### src/rtl/vend_pkg.sv
// Shared types and constants for the vend_accept coin acceptor.
package vend_pkg;

  typedef enum logic [1:0] {
    IDLE    = 2'd0,
    COLLECT = 2'd1,
    VEND    = 2'd2,
    CHANGE  = 2'd3
  } state_e;

  typedef enum logic [1:0] {
    NONE    = 2'd0,
    NICKEL  = 2'd1,
    DIME    = 2'd2,
    QUARTER = 2'd3
  } coin_e;

  localparam int unsigned NICKEL_VAL  = 5;
  localparam int unsigned DIME_VAL    = 10;
  localparam int unsigned QUARTER_VAL = 25;

endpackage

### src/rtl/vend_accept_if.sv
// Customer/dispenser-facing signal bundle of vend_accept; slave = acceptor, master = environment.
interface vend_accept_if #(
  parameter int PRICE = 20
);
  import vend_pkg::*;

  localparam int DEP_W = $clog2(PRICE + 21);

  logic             nickel_i;
  logic             dime_i;
  logic             quarter_i;
  logic             cancel_i;
  logic             vend_ack_i;
  logic             vend_o;
  logic             change_valid_o;
  logic [1:0]       change_coin_o;
  logic             coin_reject_o;
  logic             busy_o;
  logic [DEP_W-1:0] deposit_o;
  state_e           dbg_state;

  // vend_o is a request held high until the cycle vend_ack_i is sampled high;
  // that edge completes the transfer and vend_o is low in the following cycle.
  modport slave (
    input  nickel_i, dime_i, quarter_i, cancel_i, vend_ack_i,
    output vend_o, change_valid_o, change_coin_o, coin_reject_o, busy_o,
           deposit_o, dbg_state
  );

  modport master (
    output nickel_i, dime_i, quarter_i, cancel_i, vend_ack_i,
    input  vend_o, change_valid_o, change_coin_o, coin_reject_o, busy_o,
           deposit_o, dbg_state
  );

endinterface

### src/rtl/vend_change_sel.sv
// Picks the largest coin that fits the outstanding remainder (combinational).
module vend_change_sel
  import vend_pkg::*;
#(
  parameter int DEP_W = 6
) (
  input  logic [DEP_W-1:0] rem,
  output coin_e            coin,
  output logic [DEP_W-1:0] value
);

  always_comb begin
    coin  = NONE;
    value = '0;
    if (rem >= DEP_W'(QUARTER_VAL)) begin
      coin  = QUARTER;
      value = DEP_W'(QUARTER_VAL);
    end else if (rem >= DEP_W'(DIME_VAL)) begin
      coin  = DIME;
      value = DEP_W'(DIME_VAL);
    end else if (rem != '0) begin
      coin  = NICKEL;
      value = DEP_W'(NICKEL_VAL);
    end
  end

endmodule

### src/rtl/vend_accept.sv
// Coin acceptor FSM: collects coins, requests a vend, returns change.
// Optional refund-on-cancel is enabled by defining VEND_ACCEPT_REFUND_EN.
module vend_accept
  import vend_pkg::*;
#(
  parameter int PRICE = 20
) (
  input  logic          clk_i,
  input  logic          rst_ni,
  vend_accept_if.slave  bus
);

  localparam int DEP_W = $clog2(PRICE + 21);
  localparam logic [DEP_W-1:0] PRICE_D = DEP_W'(PRICE);

  state_e           state_q;
  logic [DEP_W-1:0] deposit_q;
  logic             vend_q;
  logic             change_valid_q;
  coin_e            change_coin_q;
  logic             coin_reject_q;
  logic             busy_q;

  logic             any_coin;
  logic             multi_coin;
  logic [DEP_W-1:0] in_val;
  logic [DEP_W-1:0] sum;
  logic [DEP_W-1:0] vend_rem;
  logic             cancel_hit;
  coin_e            sel_coin;
  logic [DEP_W-1:0] sel_val;

  vend_change_sel #(.DEP_W(DEP_W)) u_change_sel (
    .rem   (deposit_q),
    .coin  (sel_coin),
    .value (sel_val)
  );

  // Nickel has priority, then dime, then quarter; the rest are refused.
  always_comb begin
    in_val = '0;
    if (bus.nickel_i)       in_val = DEP_W'(NICKEL_VAL);
    else if (bus.dime_i)    in_val = DEP_W'(DIME_VAL);
    else if (bus.quarter_i) in_val = DEP_W'(QUARTER_VAL);
  end

  assign any_coin   = bus.nickel_i | bus.dime_i | bus.quarter_i;
  assign multi_coin = (bus.nickel_i & bus.dime_i) | (bus.nickel_i & bus.quarter_i) |
                      (bus.dime_i & bus.quarter_i);
  assign sum        = deposit_q + in_val;
  assign vend_rem   = deposit_q - PRICE_D;

`ifdef VEND_ACCEPT_REFUND_EN
  assign cancel_hit = bus.cancel_i && (state_q == COLLECT);
`else
  logic unused_cancel;
  assign unused_cancel = bus.cancel_i;
  assign cancel_hit    = 1'b0;
`endif

  always_ff @(posedge clk_i or negedge rst_ni) begin
    if (!rst_ni) begin
      state_q        <= IDLE;
      deposit_q      <= '0;
      vend_q         <= 1'b0;
      change_valid_q <= 1'b0;
      change_coin_q  <= NONE;
      coin_reject_q  <= 1'b0;
      busy_q         <= 1'b0;
    end else begin
      change_valid_q <= 1'b0;
      change_coin_q  <= NONE;
      coin_reject_q  <= 1'b0;
      case (state_q)
        IDLE, COLLECT: begin
          if (cancel_hit) begin
            state_q       <= CHANGE;
            busy_q        <= 1'b1;
            coin_reject_q <= any_coin;
          end else if (any_coin) begin
            deposit_q     <= sum;
            coin_reject_q <= multi_coin;
            // COLLECT holds less than PRICE, so sum never exceeds PRICE+20.
            if (sum >= PRICE_D) begin
              state_q <= VEND;
              vend_q  <= 1'b1;
              busy_q  <= 1'b1;
            end else begin
              state_q <= COLLECT;
            end
          end
        end
        VEND: begin
          coin_reject_q <= any_coin;
          if (bus.vend_ack_i) begin
            deposit_q <= vend_rem;
            vend_q    <= 1'b0;
            if (vend_rem == '0) begin
              state_q <= IDLE;
              busy_q  <= 1'b0;
            end else begin
              state_q <= CHANGE;
            end
          end
        end
        CHANGE: begin
          coin_reject_q  <= any_coin;
          deposit_q      <= deposit_q - sel_val;
          change_valid_q <= 1'b1;
          change_coin_q  <= sel_coin;
          if (deposit_q == sel_val) begin
            state_q <= IDLE;
            busy_q  <= 1'b0;
          end
        end
        default: state_q <= IDLE;
      endcase
    end
  end

  assign bus.vend_o         = vend_q;
  assign bus.change_valid_o = change_valid_q;
  assign bus.change_coin_o  = change_coin_q;
  assign bus.coin_reject_o  = coin_reject_q;
  assign bus.busy_o         = busy_q;
  assign bus.deposit_o      = deposit_q;
  assign bus.dbg_state      = state_q;

endmodule

### src/flat_wrapper.sv
// flat-port wrapper written by rule: the top's interface ports become plain ports
module vend_accept_flat import vend_pkg::*;
#(
  parameter int PRICE = 20
)
  (clk_i, rst_ni, bus_nickel_i, bus_dime_i, bus_quarter_i, bus_cancel_i, bus_vend_ack_i, bus_vend_o, bus_change_valid_o, bus_change_coin_o, bus_coin_reject_o, bus_busy_o, bus_deposit_o, bus_dbg_state);
  vend_accept_if #(.PRICE(PRICE)) bus_i ();
  input  logic clk_i;
  input  logic rst_ni;
  input wire logic [$bits(bus_i.nickel_i)-1:0] bus_nickel_i;
  input wire logic [$bits(bus_i.dime_i)-1:0] bus_dime_i;
  input wire logic [$bits(bus_i.quarter_i)-1:0] bus_quarter_i;
  input wire logic [$bits(bus_i.cancel_i)-1:0] bus_cancel_i;
  input wire logic [$bits(bus_i.vend_ack_i)-1:0] bus_vend_ack_i;
  output wire logic [$bits(bus_i.vend_o)-1:0] bus_vend_o;
  output wire logic [$bits(bus_i.change_valid_o)-1:0] bus_change_valid_o;
  output wire logic [$bits(bus_i.change_coin_o)-1:0] bus_change_coin_o;
  output wire logic [$bits(bus_i.coin_reject_o)-1:0] bus_coin_reject_o;
  output wire logic [$bits(bus_i.busy_o)-1:0] bus_busy_o;
  output wire logic [$bits(bus_i.deposit_o)-1:0] bus_deposit_o;
  output wire logic [$bits(bus_i.dbg_state)-1:0] bus_dbg_state;
  assign bus_i.nickel_i = bus_nickel_i;
  assign bus_i.dime_i = bus_dime_i;
  assign bus_i.quarter_i = bus_quarter_i;
  assign bus_i.cancel_i = bus_cancel_i;
  assign bus_i.vend_ack_i = bus_vend_ack_i;
  assign bus_vend_o = bus_i.vend_o;
  assign bus_change_valid_o = bus_i.change_valid_o;
  assign bus_change_coin_o = bus_i.change_coin_o;
  assign bus_coin_reject_o = bus_i.coin_reject_o;
  assign bus_busy_o = bus_i.busy_o;
  assign bus_deposit_o = bus_i.deposit_o;
  assign bus_dbg_state = bus_i.dbg_state;
  vend_accept #(.PRICE(PRICE)) u_core (.clk_i(clk_i), .rst_ni(rst_ni), .bus(bus_i));
endmodule
### config.mk
export PLATFORM = sky130hd
export DESIGN_NAME = vend_accept_flat
export DESIGN_NICKNAME = d
export VERILOG_FILES = /design/src/rtl/vend_pkg.sv /design/src/rtl/vend_accept_if.sv /design/src/rtl/vend_change_sel.sv /design/src/rtl/vend_accept.sv /design/src/flat_wrapper.sv
export SDC_FILE = /design/constraint.sdc
export NUM_CORES = 1
export LEC_CHECK = 0
export BUFFER_PORTS_ARGS = -buffer_cell sky130_fd_sc_hd__clkbuf_2
export CAP_MARGIN = 25
export CORE_ASPECT_RATIO = 0.75
export CORE_MARGIN = 2
export CORE_UTILIZATION = 50
export CTS_CLUSTER_DIAMETER = 30
export DETAILED_ROUTE_END_ITERATION = 7
export PLACE_DENSITY = 0.72
export REMOVE_ABC_BUFFERS = 1
export SETUP_SLACK_MARGIN = 0.05
export SYNTH_ARGS = -nofsm -noshare
export SYNTH_HDL_FRONTEND = slang
export SYNTH_SLANG_ARGS = --single-unit
### constraint.sdc
create_clock -name clk_i -period 8.3 [get_ports clk_i]
set_input_delay 1.66 -clock clk_i [delete_from_list [all_inputs] [get_ports clk_i]]
set_output_delay 1.66 -clock clk_i [all_outputs]
set_load 0.01 [all_outputs]
==> reports/qor.txt <==
post-CTS setup buffers -> 0
# rows -> 16
worst ir drop on vdd -> 0.2131 mV
detailed-route wire length per cell -> 15.51 um
status -> completed
Post-synth EDFFs -> 0
initial antenna violation count -> 0
clock share of power -> 7.3%
Post-synth top flop -> dfrtp_1
area grow syn2layout -> 12.14%
PwrDens -> 467.4 mW/mm^2
largest family of logic cells by synthesized area -> compound AO/OA/AOI/OAI gates
clock-pin transition on the worst setup and hold timing paths -> 0.08 ns
fin nets -> 196
simple-gate area share of the yosys netlist -> 19.42%
Residual DRC -> 0
number of H-tree levels -> 1
Synth Area in Compound Gates -> 26.80%
via count -> 1227
final wirelength -> 3210 um
Final Util -> 58.19%
Routed Antenna Nets -> 0
core area -> 0.002582 mm^2
ant diodes -> 0
max cap viols -> 0
die span in y -> 48.84 um
f_max -> 289.7 MHz
I/O Pins -> 21
Final GP Congestion -> 0.8667
ys async rst share -> 100.0%
DRT iter0 DRCs -> 65
Hold Crit Class -> flip-flop to flip-flop
largest cells by area after synthesis -> dfrtp_1 26%, ha_1 14%, nor2_1 4.8%
syn_area_per_cell -> 8.874 um^2
post-route insts no fill -> 207
Pleak -> 0.0007106 uW
DR vias/cell -> 5.928
post-synthesis cell area -> 0.001340 mm^2
vias in the first global route -> 1195
setup TNS -> 0 ns
Ys Warns -> 0
Flop pwr share -> 23.3%
Startpoint Class -> input port
final hold vios -> 0
synth cell count leaders -> 17 x nor2_1, 15 x ha_1, 14 x dfrtp_1
sw frac -> 49.79%
final setup vio count -> 0
Synth Area in Adders -> 17.74%
Clock Latency Late Sink -> 0.29 ns
fin crit share -> 41.59%
largest net degree at the start of global routing -> 19
most common cell in the netlist -> nor2_1
synth unique cells -> 49
clock tree sinks -> 14
Critical Path AT -> 3.62 ns
Synth Area in XOR/XNOR -> 3.922%
Die Area -> 0.003115 mm^2
Inst Count DP -> 203
starting density of the core -> 51.89%
post-CTS sizing -> 0
First-pass DRT Iterations -> 4
crit path capture type -> flip-flop
deepest clock path buffer count -> 2
Comb pwr share -> 69.4%
synthesized flop and latch total -> 14
WP data required -> 8.47 ns
CTS buffer count -> 3
post-synthesis cell count -> 151
actual slew at the worst max-slew pin -> 0.6008 ns
grt total ovfl -> 0
Post-CTS Hold Buffers -> 0
Final HPWL DP -> 2484 um
CTS tree -> yes
first-pass GRT wire length -> 5678 um
layout cells sized above 1 -> 16.37%
Synth top area share -> 26.14%
total track usage -> 23.52%
worst-path maximum fanout -> 7
CTS root buf -> clkbuf_4
Slew HR -> 59.58%
# port buffers -> 19
Switch Pwr -> 349.7 uW
max-slew violations -> 0
cell internal pwr -> 352.7 uW
Worst Clk Skew -> 0.01822 ns
mux contribution to synthesized area -> 2.988%
chip width -> 63.78 um
Synth area leader -> dfrtp_1
Final min period -> 3.452 ns
Seq/Total Area, Yosys -> 26.14%
RSZ-0062 raised after global routing -> no
Setup CP Type -> input port to flip-flop
-- cells by family (layout without fill, tap and decap cells) --
kind of cell	count (synthesis)	in the layout
buf+inv	10	30
xor+xnor	6	6
simple gates	49	49
fa+ha+maj	18	18
compound gates	50	50
flops	14	14
mux	4	4
-- per-layer routing --
layer,wire length [um],global-route usage [%],vias to the layer above
li1,-,-,603
met1,1502,33.24,574
met2,1439,36.81,46
met3,233,6.005,4
met4,35,3.986,0
met5,0,0,-
-- path summary, 6_finish.rpt --
| kind | start | end | cells after the start | slack (ns) |
|---|---|---|---|---|
| min in group asynchronous | rst_ni | u_core.bus.busy_o$_DFFE_PN0P_ | 1 | 1.25 |
| max in group asynchronous | rst_ni | u_core.bus.change_valid_o$_DFF_PN0_ | 1 | 6.76 |
| hold reg to reg | u_core.bus.vend_o$_DFFE_PN0P_ | u_core.bus.vend_o$_DFFE_PN0P_ | 1 | 0.53 |
| setup / recovery | bus_dime_i | u_core.bus.vend_o$_DFFE_PN0P_ | 9 | 4.85 |
| hold / removal | u_core.bus.vend_o$_DFFE_PN0P_ | u_core.bus.vend_o$_DFFE_PN0P_ | 1 | 0.53 |
| setup reg to reg | u_core.bus.deposit_o[2]$_DFFE_PN0P_ | u_core.bus.deposit_o[4]$_DFFE_PN0P_ | 13 | 4.92 |
-- flip-flops by register name, indices dropped and copies added (netlist names) --
signal and count:
u_core.bus.deposit_o 6, u_core.bus.change_valid_o 1, u_core.bus.change_coin_o 2, u_core.bus.coin_reject_o 1, u_core.bus.dbg_state 2, u_core.bus.busy_o 1
u_core.bus.vend_o 1
-- power groups by stage --
| stage | clock network (uW) | registers [uW] | logic [uW] |
|---|---|---|---|
| floorplan | 0 | 160 | 356 |
| global placement | 0 | 164 | 470 |
| detailed placement | 0 | 165 | 483 |
| CTS | 52.3 | 163 | 487 |
| global route | 56.3 | 171 | 557 |
| finish | 51.4 | 164 | 488 |
-- through the flow --
| step | setup slack [ns] | area [um^2] | total power, uW | hold WS, ns |
|---|---|---|---|---|
| 6_report | 4.848 | 1503 | 702.4 | 0.5265 |
| 5_1_grt | 4.526 | 1503 | 784.4 | 0.5507 |
| 4_1_cts | 4.852 | 1503 | 702.8 | 0.5380 |
| 3_5_place_dp | 4.556 | 1466 | 648.3 | 0.5193 |
| 3_3_place_gp | 4.610 | 1466 | 633.7 | 0.4844 |
| 2_1_floorplan | 4.900 | 1326 | 516.5 | 0.5326 |
-- worst max-delay path, cell delays in order --
cell and delay [ns]:
clkbuf_2 0.15, or2b_1 0.13, nand2b_1 0.06, ha_1 0.23
fa_1 0.43, xnor2_1 0.28, nand3b_1 0.11, a32o_1 0.34
a22o_1 0.23
-- layout make-up --
cell class              instances  area (um^2)
flip-flops and latches         14        350.3
fillers                       252         1080
inverters                       7        26.28
clock buffers                   4        36.28
multi-input cells             127        949.7
repair buffers                 19        95.09
well taps                      36        45.04
-- placed cells by master (no fill, tap or decap), drive strengths merged, types with 2 or more instances in the layout --
master	instances
o32ai	2
ha	15
nor2b	3
dfrtp	14
o31ai	2
nor3b	3
nand3b	2
a21o	3
a211oi	2
nand2b	4
nor2	17
o21ai	12
clkbuf	23
nand2	9
mux2i	4
a22o	2
xnor2	5
a21oi	9
o211ai	4
fa	2
inv	7
o21a	3
Note: power is estimated with default switching activity, not from simulation.
